$ cat config.mk
export PLATFORM = sky130hd
export DESIGN_NAME = i2s_receiver
export DESIGN_NICKNAME = d
export VERILOG_FILES = /design/src/rtl/i2s_pkg.sv /design/src/rtl/i2s_in_sync.sv /design/src/rtl/i2s_receiver.sv
export SDC_FILE = /design/constraint.sdc
export NUM_CORES = 1
export LEC_CHECK = 0
export BUFFER_PORTS_ARGS = -buffer_cell sky130_fd_sc_hd__buf_2
export CAP_MARGIN = 20
export CORE_MARGIN = 2
export CORE_UTILIZATION = 45
export CTS_BUF_LIST = sky130_fd_sc_hd__clkbuf_4 sky130_fd_sc_hd__clkbuf_8 sky130_fd_sc_hd__clkbuf_16
export DETAILED_ROUTE_END_ITERATION = 10
export PLACE_DENSITY = 0.71
export SLEW_MARGIN = 20
export SYNTH_ARGS = -nofsm -noshare
export SYNTH_HDL_FRONTEND = slang
export SYNTH_SLANG_ARGS = --single-unit
$ cat constraint.sdc
create_clock -name clk -period 1.85 [get_ports clk]
set_input_delay 0.185 -clock clk [delete_from_list [all_inputs] [get_ports clk]]
set_output_delay 0.185 -clock clk [all_outputs]
set_load 0.02 [all_outputs]
$ cat src/rtl/i2s_pkg.sv
// Shared I2S definitions for the receive and DAC driver sides.
// Frame state encoding, synchronizer depth and default sample width.
package i2s_pkg;

  localparam int SYNC_STAGES = 2;
  localparam int DATA_W_DEF  = 24;

  typedef enum logic [1:0] {
    SYNC  = 2'd0,
    LEFT  = 2'd1,
    RIGHT = 2'd2
  } i2s_state_e;

  // Write one serial bit into a sample register selected by a one-hot mask.
  function automatic logic [31:0] put_bit(
    input logic [31:0] base,
    input logic [31:0] mask,
    input logic        bit_in
  );
    return (base & ~mask) | (bit_in ? mask : 32'd0);
  endfunction

endpackage

$ cat src/rtl/i2s_in_sync.sv
// Brings bck/ws/din into the clk domain and emits a one-cycle tick
// per bck rise, with ws/din samples aligned to that tick.
module i2s_in_sync
  import i2s_pkg::*;
(
  input  logic clk,
  input  logic rst_n,
  input  logic i_bck,
  input  logic i_ws,
  input  logic i_din,
  output logic o_tick,
  output logic o_ws,
  output logic o_din
);

  logic [SYNC_STAGES-1:0] r_bck_s;
  logic [SYNC_STAGES-1:0] r_ws_s;
  logic [SYNC_STAGES-1:0] r_din_s;
  logic                   r_bck_d;
  logic                   r_tick;
  logic                   r_ws;
  logic                   r_din;
  logic                   w_rise;

  assign w_rise = r_bck_s[SYNC_STAGES-1] & ~r_bck_d;

  always_ff @(posedge clk or negedge rst_n) begin
    if (!rst_n) begin
      r_bck_s <= '0;
      r_ws_s  <= '0;
      r_din_s <= '0;
      r_bck_d <= 1'b0;
      r_tick  <= 1'b0;
      r_ws    <= 1'b0;
      r_din   <= 1'b0;
    end else begin
      r_bck_s <= {r_bck_s[SYNC_STAGES-2:0], i_bck};
      r_ws_s  <= {r_ws_s[SYNC_STAGES-2:0], i_ws};
      r_din_s <= {r_din_s[SYNC_STAGES-2:0], i_din};
      r_bck_d <= r_bck_s[SYNC_STAGES-1];
      // ws/din are stable around bck rise, so take them with the pulse
      r_tick  <= w_rise;
      r_ws    <= r_ws_s[SYNC_STAGES-1];
      r_din   <= r_din_s[SYNC_STAGES-1];
    end
  end

  assign o_tick = r_tick;
  assign o_ws   = r_ws;
  assign o_din  = r_din;

endmodule

$ cat src/rtl/i2s_receiver.sv
// I2S target-mode receiver: deserializes stereo frames into left/right.
// Optional slot-length checking via macro I2S_RX_FRAME_ERR_EN.
module i2s_receiver
  import i2s_pkg::*;
#(
  parameter int DATA_W = DATA_W_DEF
) (
  input  logic              clk,
  input  logic              rst_n,
  input  logic              bck,
  input  logic              ws,
  input  logic              din,
  output logic [DATA_W-1:0] left_data,
  output logic [DATA_W-1:0] right_data,
  output logic              valid,
  input  logic              ready,
  output logic              overrun,
  output logic              frame_err
);

  localparam int CNT_W = $clog2(DATA_W + 1);
  localparam logic [CNT_W-1:0] CNT_MAX = CNT_W'(DATA_W);
  localparam logic [DATA_W-1:0] MSB_ONE =
    {1'b1, {(DATA_W-1){1'b0}}};

  logic              w_tick;
  logic              w_ws_now;
  logic              w_din;

  i2s_state_e        r_state;
  i2s_state_e        w_state_nxt;
  logic              r_ws_d;
  logic              r_ws_dd;
  logic [CNT_W-1:0]  r_cnt;
  logic [DATA_W-1:0] r_left_sr;
  logic [DATA_W-1:0] r_right_sr;

  logic [DATA_W-1:0] r_left_q;
  logic [DATA_W-1:0] r_right_q;
  logic              r_valid;
  logic              r_overrun;

  logic              w_slot_start;
  logic              w_slot_end;
  logic [CNT_W-1:0]  w_idx;
  logic [CNT_W-1:0]  w_cnt_nxt;
  logic [DATA_W-1:0] w_mask;
  logic [DATA_W-1:0] w_left_nxt;
  logic [DATA_W-1:0] w_right_nxt;
  logic [31:0]       w_left_put;
  logic [31:0]       w_right_put;
  logic              w_frame_done;
  logic              w_load;

  i2s_in_sync u_sync (
    .clk    (clk),
    .rst_n  (rst_n),
    .i_bck  (bck),
    .i_ws   (ws),
    .i_din  (din),
    .o_tick (w_tick),
    .o_ws   (w_ws_now),
    .o_din  (w_din)
  );

  assign w_slot_start = r_ws_d != r_ws_dd;
  assign w_slot_end   = r_ws_d != w_ws_now;

  assign w_idx = w_slot_start ? '0 : r_cnt;
  assign w_cnt_nxt = (w_idx < CNT_MAX) ?
    w_idx + CNT_W'(1) : CNT_MAX;

  // Saturated index shifts the mask out, so surplus bits are dropped
  assign w_mask = MSB_ONE >> w_idx;

  assign w_left_put = put_bit(
    32'(w_slot_start ? '0 : r_left_sr),
    32'(w_mask),
    w_din
  );
  assign w_right_put = put_bit(
    32'(w_slot_start ? '0 : r_right_sr),
    32'(w_mask),
    w_din
  );
  assign w_left_nxt  = w_left_put[DATA_W-1:0];
  assign w_right_nxt = w_right_put[DATA_W-1:0];

  assign w_frame_done = w_tick && (r_state == RIGHT) &&
                        w_slot_end && !w_ws_now;

  assign w_load = w_frame_done && (!r_valid || ready);

  always_ff @(posedge clk or negedge rst_n) begin
    if (!rst_n) begin
      r_state <= SYNC;
    end else begin
      r_state <= w_state_nxt;
    end
  end

  always_comb begin
    w_state_nxt = r_state;
    unique case (r_state)
      SYNC: begin
        if (w_tick && w_slot_end && !w_ws_now) begin
          w_state_nxt = LEFT;
        end
      end
      LEFT: begin
        if (w_tick && w_slot_end && w_ws_now) begin
          w_state_nxt = RIGHT;
        end
      end
      RIGHT: begin
        if (w_frame_done) begin
          w_state_nxt = LEFT;
        end
      end
      default: w_state_nxt = SYNC;
    endcase
  end

  always_ff @(posedge clk or negedge rst_n) begin
    if (!rst_n) begin
      r_ws_d     <= 1'b0;
      r_ws_dd    <= 1'b0;
      r_cnt      <= '0;
      r_left_sr  <= '0;
      r_right_sr <= '0;
    end else if (w_tick) begin
      r_ws_d  <= w_ws_now;
      r_ws_dd <= r_ws_d;
      r_cnt   <= w_cnt_nxt;
      if (r_state == LEFT) begin
        r_left_sr <= w_left_nxt;
      end
      if (r_state == RIGHT) begin
        r_right_sr <= w_right_nxt;
      end
    end
  end

  always_ff @(posedge clk or negedge rst_n) begin
    if (!rst_n) begin
      r_left_q  <= '0;
      r_right_q <= '0;
      r_valid   <= 1'b0;
      r_overrun <= 1'b0;
    end else if (w_load) begin
      r_left_q  <= r_left_sr;
      r_right_q <= w_right_nxt;
      r_valid   <= 1'b1;
    end else if (w_frame_done) begin
      r_overrun <= 1'b1;
    end else if (r_valid && ready) begin
      r_valid <= 1'b0;
    end
  end

`ifdef I2S_RX_FRAME_ERR_EN
  logic r_frame_err;
  logic w_err_set;

  assign w_err_set = w_tick && w_slot_end &&
                     (r_state == LEFT || r_state == RIGHT) &&
                     (w_cnt_nxt < CNT_MAX);

  always_ff @(posedge clk or negedge rst_n) begin
    if (!rst_n) begin
      r_frame_err <= 1'b0;
    end else if (w_err_set) begin
      r_frame_err <= 1'b1;
    end
  end

  assign frame_err = r_frame_err;
`else
  assign frame_err = 1'b0;
`endif

  assign left_data  = r_left_q;
  assign right_data = r_right_q;
  assign valid      = r_valid;
  assign overrun    = r_overrun;

endmodule

==> flow_summary_export.csv <==
group,metric,value,unit
setup_path,slowest_delay,0.45,ns
setup_path,crit_end,"r_right_sr[12]",
die,die_area,11900,um^2
synth,syn_inst,461,
power,p_sw_share,29.7,%
grt,grt_start_max_net_pins,58,
final_layout,multi_input_area,1830,um^2
timing,clock.fmax,0.569,GHz
worst_hold_path,hold_class,"input port to flip-flop",
final_layout,register_area,2930,um^2
setup_path,critPathMaxFanout,5,
setup_path,r2r-start,"r_ws_d",
grt,grtUsageTotal,21.0,%
final_layout,layout_commonest_cell,"dfrtp_1",
cts,cts_buffers,17,
final_layout,n_antenna_cell,0,
grt,antenna_found_initial,0,
die,die_x,109,um
power,clock_power_share,40.8,%
synth,yosysUniqueCellTypes,42,
setup_path,cp-start-kind,"flip-flop",
synth,yosysSeqAreaShare,58.8,%
timing,tns,0,ns
power,power.internal,5.19,mW
power,comb_power_share,19.2,%
placed_design,gp_congestion,0.838,
setup_path,crit_top_cell,"o21ai_0",
grt,grt_pass1_vias,3936,
final_layout,drive_gt1_share,29.1,%
timing,slew_viol_final,0,
route,via_per_inst,5.62,
placed_design,dpl-instance-area,5500,um^2
die,fp.dieH,109,um
route,avgRoutedWirePerCell,16.8,um
power,seqPwrFrac,40.0,%
synth,syn_area,4980,um^2
setup_path,path_depth,7,
die,initial_core_util,45.9,%
placed_design,port_buffers,55,
timing,setup_viol,0,
route,drc,0,
power,vdd_drop_max,649,uV
grt,grt_pass1_wl,19100,um
cts,clock_sinks,117,
die,ios,57,
cts,clk_latency,0.51,ns
setup_path,required,2.23,ns
timing,hold_violations,0,
run,drv_cap,0,
final_layout,final_util,56.5,%
final_layout,nFillCells,925,
grt,grt.overflow.total,0,
setup_path,critPathArrivalTime,2.14,ns
setup_path,critPathSlowestCell,"dfrtp_2",
timing,rsz0062_at_grt,"true",
synth,syn_nets,468,
synth,yosys_warnings,0,
setup_path,reg2reg_depth,7,
power,leakagePower,2.88,nW
route,drt-initial-drc-count,297,
setup_path,cp-end-kind,"flip-flop",
setup_path,critical_path_class,"flip-flop to flip-flop",
setup_path,worst_path_dominant_cell_family,"simple AND/OR/NAND/NOR gates",
power,p_per_area,1200,nW/um^2
setup_path,path_cells,"xnor2_2 -> and3_1 -> ha_2 -> nand3b_1 -> and2_1 -> o21ai_0 -> o21ai_0",
route,postRouteAntennaNets,0,
die,coreArea,10800,um^2
route,dr.pass1.iters,5,
cts,root_buffer,"clkbuf_8",
cts,clkTransAtPathRegs,0.05,ns
cts,cts_max_path_buffers,2,
cts,cts_tree,"done",
route,routed_wl,11600,um
worst_hold_path,worstHoldStart,"ready",
synth,synth_area_per_cell,10.8,um^2
outcome,outcome,"finished clean",
cts,htree_levels,4,
final_layout,most-common-layout-cells,"dfrtp_1, o21ai_0, buf_2, nand2_1, buf_4",
setup_path,rr_endpoint,"r_right_sr[12]",
timing,post-route-period-util,95.0,%
timing,period_needed,1.76,ns
route,route.vias.total,3864,
final_layout,area_delta_synth_final,23.0,%
power,switchingPower,2.19,mW
final_layout,finalNetCount,541,
setup_path,worstSetupStartpoint,"r_ws_d",
setup_path,crit_buf_inv,0,
power,finalPower,7.38,mW
final_layout,design_area,6120,um^2
die,num_rows,38,
placed_design,hpwl,7550,um
synth,ys_ff_latch,117,
timing,clock_skew,0.0105,ns
setup_path,reg2reg_slack,0.09,ns
[synthesized netlist by cell type, drive strengths merged]
| cell type | instances | area (um^2) |
|---|---|---|
| buf | 23 | 153 |
| and3 | 1 | 6.26 |
| nand2b | 1 | 6.26 |
| a311oi | 1 | 8.76 |
| o22ai | 1 | 6.26 |
| and2b | 2 | 15.0 |
| clkbuf | 15 | 56.3 |
| nor2 | 7 | 28.8 |
| o31ai | 5 | 37.5 |
| nor3b | 2 | 15.0 |
| o2bb2a | 1 | 10.0 |
| a21oi | 24 | 124 |
| nand3 | 2 | 10.0 |
| inv | 6 | 22.5 |
| and2 | 6 | 37.5 |
| conb | 1 | 3.75 |
| o22a | 1 | 8.76 |
| a211oi | 1 | 7.51 |
| a2111oi | 1 | 8.76 |
| a32oi | 19 | 166 |
| o21ai | 119 | 596 |
| nand2 | 53 | 199 |
| xor2 | 1 | 16.3 |
| nor2b | 4 | 25.0 |
| and3b | 2 | 17.5 |
| nand4 | 3 | 25.0 |
| nor3 | 2 | 32.5 |
| ha | 1 | 12.5 |
| nand3b | 2 | 15.0 |
| mux2 | 27 | 304 |
| xnor2 | 1 | 16.3 |
| a21o | 3 | 22.5 |
| dfrtp | 117 | 2930 |
| a31oi | 6 | 37.5 |
[logic make-up after synthesis]
family | share of synthesized area [%]
AOI/OAI and AO/OA | 20.8
DFF | 58.8
and+or+nand+nor | 8.70
buffers and inverters | 4.65
muxes | 6.11
xor gates and xnor gates | 0.654
adders and majority gates | 0.251
other | 0.0753
[state kept, by name, indices dropped and copies added (netlist names), 2 cells and up]
signal and flops:
r_cnt 5, right_data 24, u_sync.r_din_s 2, r_left_sr 24, u_sync.r_bck_s 2, r_state 2, r_right_sr 24, u_sync.r_ws_s 2
left_data 24
[metrics by stage]
step	setup WS, ns	std cells	hold WS (ns)
floorplan	0.0559	461	-0.111
global placement	0.106	649	0.0973
detailed placement	-0.0436	649	0.0982
CTS	0.0616	687	0.0706
global route	-0.0210	687	0.115
finish	0.0928	687	0.0858
[final cells by class]
cell class              count  share of cell area [%]
clock buffers              23                    7.81
clock inverters             9                    1.27
inverters                   6                   0.368
multi-input cells         300                    29.9
flip-flops and latches    117                    47.9
well taps                 140                    2.86
repair buffers             92                    9.85
[repair_timing]
item	CTS	global route
pin swaps	1	0
endpoints found under the setup margin	1	9
cloned	0	0
endpoints found under the hold margin	120	0
gates resized for setup	3	4
hold buffers	4	0
buffers inserted	2	0
[tightest hold or removal path, cell delays in order]
cell and delay, ns:
buf_2 0.07, nand2b_1 0.18, o31ai_1 0.11
[power by group through the flow]
stage,Combinational [mW],Clock (mW),Sequential (mW)
floorplan,0.966,0,2.90
global route,1.58,3.21,2.97
finish,1.42,3.01,2.95
CTS,1.40,3.07,2.94
detailed placement,1.37,0,2.98
global placement,1.33,0,2.97
[metal layers]
| metal | up-vias | GRT usage, % | routed length, um |
|---|---|---|---|
| met5 | - | 0 | 0 |
| met4 | 0 | 8.41 | 185 |
| met3 | 17 | 5.80 | 626 |
| met2 | 138 | 33.5 | 5680 |
| met1 | 1903 | 27.1 | 5060 |
| li1 | 1806 | - | - |
[worst min-delay path by stage]
stage	to	slack, ns	cells after the start
6_report	overrun	0.09	3
5_1_grt	overrun	0.11	3
4_1_cts	overrun	0.07	3
3_5_place_dp	right_data[0]	0.1	1
3_3_place_gp	left_data[1]	0.1	1
2_1_floorplan	left_data[0]	-0.11	0
No activity file was read; power rests on OpenSTA's default activity.
